`src/rtl/pzcorebus_monitor_pkg.sv`:
```
// Shared types and default widths for the corebus debug/monitor subsystem.
package pzcorebus_monitor_pkg;

  localparam int unsigned DEFAULT_TIMER_WIDTH        = 32;
  localparam int unsigned DEFAULT_WINDOW_COUNT_WIDTH = 16;

  typedef enum logic [1:0] {
    WIN_IDLE     = 2'd0,
    WIN_CLEAR    = 2'd1,
    WIN_RUN      = 2'd2,
    WIN_SNAPSHOT = 2'd3
  } pzcorebus_monitor_window_state;

endpackage

```
`src/rtl/pzcorebus_monitor_window_timer.sv`:
```
// Elapsed-cycle timer for one measurement window: latches the window length,
// counts enabled cycles with saturation and flags the last cycle of the window.
module pzcorebus_monitor_window_timer
  import pzcorebus_monitor_pkg::*;
#(
  parameter int unsigned TIMER_WIDTH = DEFAULT_TIMER_WIDTH
) (
  input  logic                   i_clk,
  input  logic                   i_rst_n,
  input  logic                   i_load,
  input  logic [TIMER_WIDTH-1:0] i_window_cycles,
  input  logic                   i_clear,
  input  logic                   i_enable,
  output logic [TIMER_WIDTH-1:0] o_count,
  output logic                   o_terminal_c
);

  localparam logic [TIMER_WIDTH-1:0] COUNT_MAX = '1;

  logic [TIMER_WIDTH-1:0] window_q;
  logic [TIMER_WIDTH-1:0] count_q;

  always_ff @(posedge i_clk or negedge i_rst_n) begin
    if (!i_rst_n) begin
      window_q <= '0;
      count_q  <= '0;
    end else begin
      if (i_load) begin
        window_q <= i_window_cycles;
      end
      if (i_clear) begin
        count_q <= '0;
      end else if (i_enable && (count_q != COUNT_MAX)) begin
        count_q <= count_q + TIMER_WIDTH'(1);
      end
    end
  end

  // A zero window length is open-ended and never reaches terminal count.
  assign o_terminal_c = (window_q != '0) && (count_q == (window_q - TIMER_WIDTH'(1)));
  assign o_count      = count_q;

endmodule

```
`src/rtl/pzcorebus_monitor_window_controller.sv`:
```
// Sequences clear / enable / snapshot windows for a bank of corebus command
// counters, single-shot or periodic, with early stop.
module pzcorebus_monitor_window_controller
  import pzcorebus_monitor_pkg::*;
#(
  parameter int unsigned TIMER_WIDTH        = DEFAULT_TIMER_WIDTH,
  parameter int unsigned WINDOW_COUNT_WIDTH = DEFAULT_WINDOW_COUNT_WIDTH
) (
  input  logic                          i_clk,
  input  logic                          i_rst_n,
  input  logic                          i_start,
  input  logic                          i_stop,
  input  logic                          i_periodic,
  input  logic [TIMER_WIDTH-1:0]        i_window_cycles,
  output logic                          o_clear,
  output logic                          o_enable,
  output logic                          o_snapshot,
  output logic                          o_done,
  output logic                          o_busy,
  output logic [TIMER_WIDTH-1:0]        o_elapsed,
  output logic [WINDOW_COUNT_WIDTH-1:0] o_window_count
);

  localparam logic [WINDOW_COUNT_WIDTH-1:0] WINDOW_COUNT_MAX = '1;

  pzcorebus_monitor_window_state state_q;
  logic                          periodic_q;
  logic                          done_q;
  logic [WINDOW_COUNT_WIDTH-1:0] window_count_q;

  logic                          accept_c;
  logic                          run_exit_c;
  logic                          restart_c;
  logic                          timer_clear_c;
  logic                          timer_inc_c;
  logic                          timer_terminal_c;
  logic [WINDOW_COUNT_WIDTH-1:0] window_count_inc_c;

  // Transition decisions shared by the FSM register and the timer controls.
  always_comb begin
    accept_c   = 1'b0;
    run_exit_c = 1'b0;
    restart_c  = 1'b0;
    case (state_q)
      WIN_IDLE:     accept_c   = i_start & ~i_stop;
      WIN_RUN:      run_exit_c = i_stop | timer_terminal_c;
      WIN_SNAPSHOT: restart_c  = ~done_q & periodic_q & ~i_stop;
      default:      ;
    endcase
    timer_clear_c      = accept_c | restart_c;
    timer_inc_c        = (state_q == WIN_RUN) & ~run_exit_c;
    window_count_inc_c = (window_count_q == WINDOW_COUNT_MAX) ? window_count_q
                       : window_count_q + WINDOW_COUNT_WIDTH'(1);
  end

  pzcorebus_monitor_window_timer #(
    .TIMER_WIDTH (TIMER_WIDTH)
  ) u_timer (
    .i_clk           (i_clk),
    .i_rst_n         (i_rst_n),
    .i_load          (accept_c),
    .i_window_cycles (i_window_cycles),
    .i_clear         (timer_clear_c),
    .i_enable        (timer_inc_c),
    .o_count         (o_elapsed),
    .o_terminal_c    (timer_terminal_c)
  );

  // done_q marks the snapshot that ends the sequence; the count updates on
  // entry to SNAPSHOT so it already includes the strobe being issued.
  always_ff @(posedge i_clk or negedge i_rst_n) begin
    if (!i_rst_n) begin
      state_q        <= WIN_IDLE;
      periodic_q     <= 1'b0;
      done_q         <= 1'b0;
      window_count_q <= '0;
    end else begin
      done_q <= 1'b0;
      case (state_q)
        WIN_IDLE: begin
          if (accept_c) begin
            state_q        <= WIN_CLEAR;
            periodic_q     <= i_periodic;
            window_count_q <= '0;
          end
        end
        WIN_CLEAR: begin
          if (i_stop) begin
            state_q        <= WIN_SNAPSHOT;
            done_q         <= 1'b1;
            window_count_q <= window_count_inc_c;
          end else begin
            state_q <= WIN_RUN;
          end
        end
        WIN_RUN: begin
          if (run_exit_c) begin
            state_q        <= WIN_SNAPSHOT;
            done_q         <= i_stop | ~periodic_q;
            window_count_q <= window_count_inc_c;
          end
        end
        WIN_SNAPSHOT: begin
          state_q <= restart_c ? WIN_CLEAR : WIN_IDLE;
        end
        default: begin
          state_q <= WIN_IDLE;
        end
      endcase
    end
  end

  assign o_clear        = (state_q == WIN_CLEAR);
  assign o_enable       = (state_q == WIN_RUN);
  assign o_snapshot     = (state_q == WIN_SNAPSHOT);
  assign o_busy         = (state_q != WIN_IDLE);
  // A stop landing on a periodic snapshot makes that snapshot the final one.
  assign o_done         = done_q | (o_snapshot & i_stop);
  assign o_window_count = window_count_q;

endmodule
```
`config.mk`:
```
export PLATFORM = sky130hd
export DESIGN_NAME = pzcorebus_monitor_window_controller
export DESIGN_NICKNAME = d
export VERILOG_FILES = /design/src/rtl/pzcorebus_monitor_pkg.sv /design/src/rtl/pzcorebus_monitor_window_timer.sv /design/src/rtl/pzcorebus_monitor_window_controller.sv
export SDC_FILE = /design/constraint.sdc
export NUM_CORES = 1
export LEC_CHECK = 0
export ABC_CLOCK_PERIOD_IN_PS = 4800
export BUFFER_PORTS_ARGS = -buffer_cell sky130_fd_sc_hd__clkbuf_2
export CAP_MARGIN = 20
export CORE_ASPECT_RATIO = 2
export CORE_UTILIZATION = 45
export CTS_BUF_LIST = sky130_fd_sc_hd__clkbuf_8
export DETAILED_ROUTE_END_ITERATION = 16
export HOLD_SLACK_MARGIN = 0.06
export PLACE_DENSITY = 0.66
export SYNTH_ARGS = -nofsm -noshare
export SYNTH_HDL_FRONTEND = slang
export SYNTH_SLANG_ARGS = --single-unit
```
`constraint.sdc`:
```
create_clock -name i_clk -period 4.8 [get_ports i_clk]
set_input_delay 0.72 -clock i_clk [delete_from_list [all_inputs] [get_ports i_clk]]
set_output_delay 0.72 -clock i_clk [all_outputs]
set_load 0.02 [all_outputs]
```
==> flow_metrics.env <==
export IMPL_viasPerCell=6.12
export IMPL_cp_start_kind="register"
export IMPL_htreeDepth=3
export IMPL_syn2layout_area_growth_pct=14.4
export IMPL_die_w_um=79.1
export IMPL_hold_viol=0
export IMPL_overflow=0
export IMPL_coreArea_um2=11600
export IMPL_path_class="reg2reg"
export IMPL_vdd_drop_max_v=0.000392
export IMPL_grt_max_degree=85
export IMPL_min_period_ns=4.07
export IMPL_die_y_um=156
export IMPL_postCtsResizedCells=0
export IMPL_drive_gt1_share_pct=24.3
export IMPL_power_mw=3.43
export IMPL_syn_area_per_cell_um2=9.34
export IMPL_yosysTopAreaCell="dfrtp_1"
export IMPL_seq_power_share_pct=40.0
export IMPL_pwr_share_clk_pct=14.9
export IMPL_power_internal_mw=1.86
export IMPL_dp_hpwl_mm=12.2
export IMPL_yosysSeqAreaShare_pct=39.3
export IMPL_grt_pass1_wl_mm=24.9
export IMPL_finalCritPeriodShare_pct=84.7
export IMPL_synthTopCellsByArea="dfrtp_1 39%, mux2_2 6.9%, nand2_1 4.0%"
export IMPL_hold_buffers=0
export IMPL_tns_ns=0
export IMPL_postCtsSetupBuffers=0
export IMPL_cap_viol_max_count=0
export IMPL_synthMuxAreaShare_pct=8.44
export IMPL_finalSetupViolCount=0
export IMPL_synth_top_family_by_area="simple AND/OR/NAND/NOR gates"
export IMPL_cts_tree="yes"
export IMPL_power_leakage_nw=2.64
export IMPL_wirelength_mm=16.0
export IMPL_synth_nets=617
export IMPL_synth_edff_count=0
export IMPL_netSwitchingFraction_pct=45.8
export IMPL_hold_path_class="in2async"
export IMPL_ios=90
export IMPL_insertion_delay_ns=0.37
export IMPL_postRouteAntennaNets=0
export IMPL_pwr_density_cell_nw_per_um2=560
export IMPL_vias=4916
export IMPL_track_usage_pct=26.8
export IMPL_syn_inst=573
export IMPL_numCtsBuffers=9
export IMPL_arrival_ns=4.34
export IMPL_synth_xor_area_share_pct=7.20
export IMPL_slew_headroom_pct=32.9
export IMPL_yosysWarningCount=0
export IMPL_wl_per_cell_um=19.9
export IMPL_comb_power_share_pct=45.1
export IMPL_rows=56
export IMPL_synthesis_area_um2=5350
export IMPL_start_util_pct=46.0
export IMPL_ys_ff_latch=84
export IMPL_path_max_fanout=19
export IMPL_slew_viol_final=0
export IMPL_synth_simple_gate_area_share_pct=26.7
export IMPL_synth_cell_types=66
export IMPL_numPortBuffers=89
export IMPL_synth_ff_type="dfrtp_1"
export IMPL_clockBufferDepth=2
export IMPL_first_pass_iters=5
export IMPL_outcome="finished, final reports clean"
export IMPL_synthAdderAreaFrac_pct=1.64
export IMPL_antenna_found_initial=0
export IMPL_dr_first_iter_drc_count=209
export IMPL_final_core_util_pct=52.7
export IMPL_nets=698
export IMPL_tightest_slew_ns=0.997
export IMPL_clock_skew_ns=0.0110
export IMPL_clk_pin_slew_ns=0.09
export IMPL_grt_pass1_vias=4789
export IMPL_num_fill_cells=1135
export IMPL_ys_async_sr_fraction_pct=100
export IMPL_root_buffer="clkbuf_8"
export IMPL_diodes=0
export IMPL_timing_fmax_mhz=246
export IMPL_endpoint_kind="register"
export IMPL_gp_congestion=0.910
export IMPL_dieArea_um2=12400
export IMPL_synth_top_area_share_pct=39.3
export IMPL_rsz0062_at_grt="false"
export IMPL_synth_compound_area_share_pct=13.4
export IMPL_cts_num_sinks=84
export IMPL_switchingPower_mw=1.57
export IMPL_worstPathRequired_ns=5.08
export IMPL_drc_errors=0
## per-stage QoR
step	cell area, µm²	setup slack (ns)	instances	hold slack, ns
6_report	6130	0.732	803	0.194
5_1_grt	6130	0.428	803	0.184
4_1_cts	6100	0.755	802	0.557
3_5_place_dp	5910	0.763	787	0.537
3_3_place_gp	5910	0.863	787	0.518
2_1_floorplan	5350	1.53	573	0.424
## registers in the layout, indices dropped and copies added (netlist names)
register and cells:
periodic_q 1, state_q 2, u_timer.window_q 32, done_q 1, o_window_count 16, u_timer.o_count 32
## layout make-up
class | instances | area [µm²] | area share [%]
timing repair buffer | 95 | 513 | 8.37
multi-input combinational | 447 | 3080 | 50.2
sequential | 84 | 2100 | 34.3
clock inverter | 5 | 52.6 | 0.858
inverter | 17 | 63.8 | 1.04
clock buffer | 10 | 138 | 2.25
tap | 145 | 181 | 2.96
## cell usage in the layout (no fill, tap or decap), drive strengths merged, types with 8 or more instances in the layout
master  instances
nand3          35
nor2           36
a21oi          15
nor4           12
or4            19
nand4          16
clkbuf         98
xnor2          24
mux2           33
nand3b         11
nand2          57
o31ai           8
xor2           20
inv            17
o221ai          9
nand2b          8
nor3           17
o21ai          19
or3            11
dfrtp          84
o211ai          8
and3           12
mux2i           8
## path summary, 6_finish.rpt
path,start,to,slack (ns),cells past startpoint
worst min register to register,o_window_count[1],o_window_count[1],0.55,2
worst max-delay path,u_timer.window_q[0],u_timer.o_count[23],0.73,12
worst min-delay path,i_rst_n,u_timer.o_count[29],0.19,1
worst max register to register,u_timer.window_q[0],u_timer.o_count[23],0.73,12
min in group i_clk,o_window_count[1],o_window_count[1],0.55,2
max in group asynchronous,i_rst_n,u_timer.window_q[13],3.96,2
## power by group through the flow
stage	clock (mW)	sequential, mW	combinational [mW]
floorplan	0	1.29	1.17
global placement	0	1.36	1.51
detailed placement	0	1.38	1.55
CTS	0.528	1.36	1.55
global route	0.550	1.41	1.72
finish	0.512	1.37	1.55
## Yosys cell counts (5+ instances only)
| master | n |
|---|---|
| a2111oi_0 | 5 |
| nor3_1 | 15 |
| nand2b_1 | 8 |
| dfrtp_1 | 84 |
| nor4_1 | 11 |
| ha_1 | 7 |
| or3_1 | 11 |
| and3_1 | 12 |
| nand3_1 | 34 |
| mux2_2 | 33 |
| xor2_1 | 20 |
| o21ai_0 | 19 |
| o211ai_1 | 8 |
| a21oi_1 | 15 |
| or4_1 | 18 |
| xnor2_1 | 24 |
| o21a_1 | 7 |
| o31ai_1 | 8 |
| nand3b_1 | 11 |
| nand4_1 | 15 |
| mux2i_1 | 8 |
| inv_1 | 17 |
| nor2_1 | 36 |
| o31a_1 | 5 |
| clkbuf_1 | 20 |
| nand2_1 | 57 |
| o221ai_1 | 9 |
## per-layer routing
metal	track usage (%)	wire length (µm)	up-vias
met5	0	0	-
met4	16.8	853	0
met3	4.20	663	57
met2	50.4	8920	178
met1	26.3	5550	2388
li1	-	-	2293
## logic make-up (layout without fill, tap and decap cells)
| family | after synthesis | in the layout |
|---|---|---|
| buf+inv | 42 | 127 |
| flops | 84 | 84 |
| fa+ha+maj | 7 | 7 |
| simple gates | 255 | 255 |
| compound gates | 100 | 100 |
| mux | 41 | 41 |
| xor+xnor | 44 | 44 |
## worst max-delay path: stages (launching register included)
cell	delay, ns
dfrtp_1	0.44
inv_1	0.08
ha_1	0.18
nor3b_2	0.35
nand3_2	0.24
or3_1	0.41
and3b_1	0.19
o31a_1	0.30
nand4_2	0.19
buf_4	0.21
or4b_1	0.73
or4_1	0.49
a21oi_1	0.16
No activity file was read; power rests on OpenSTA's default activity.
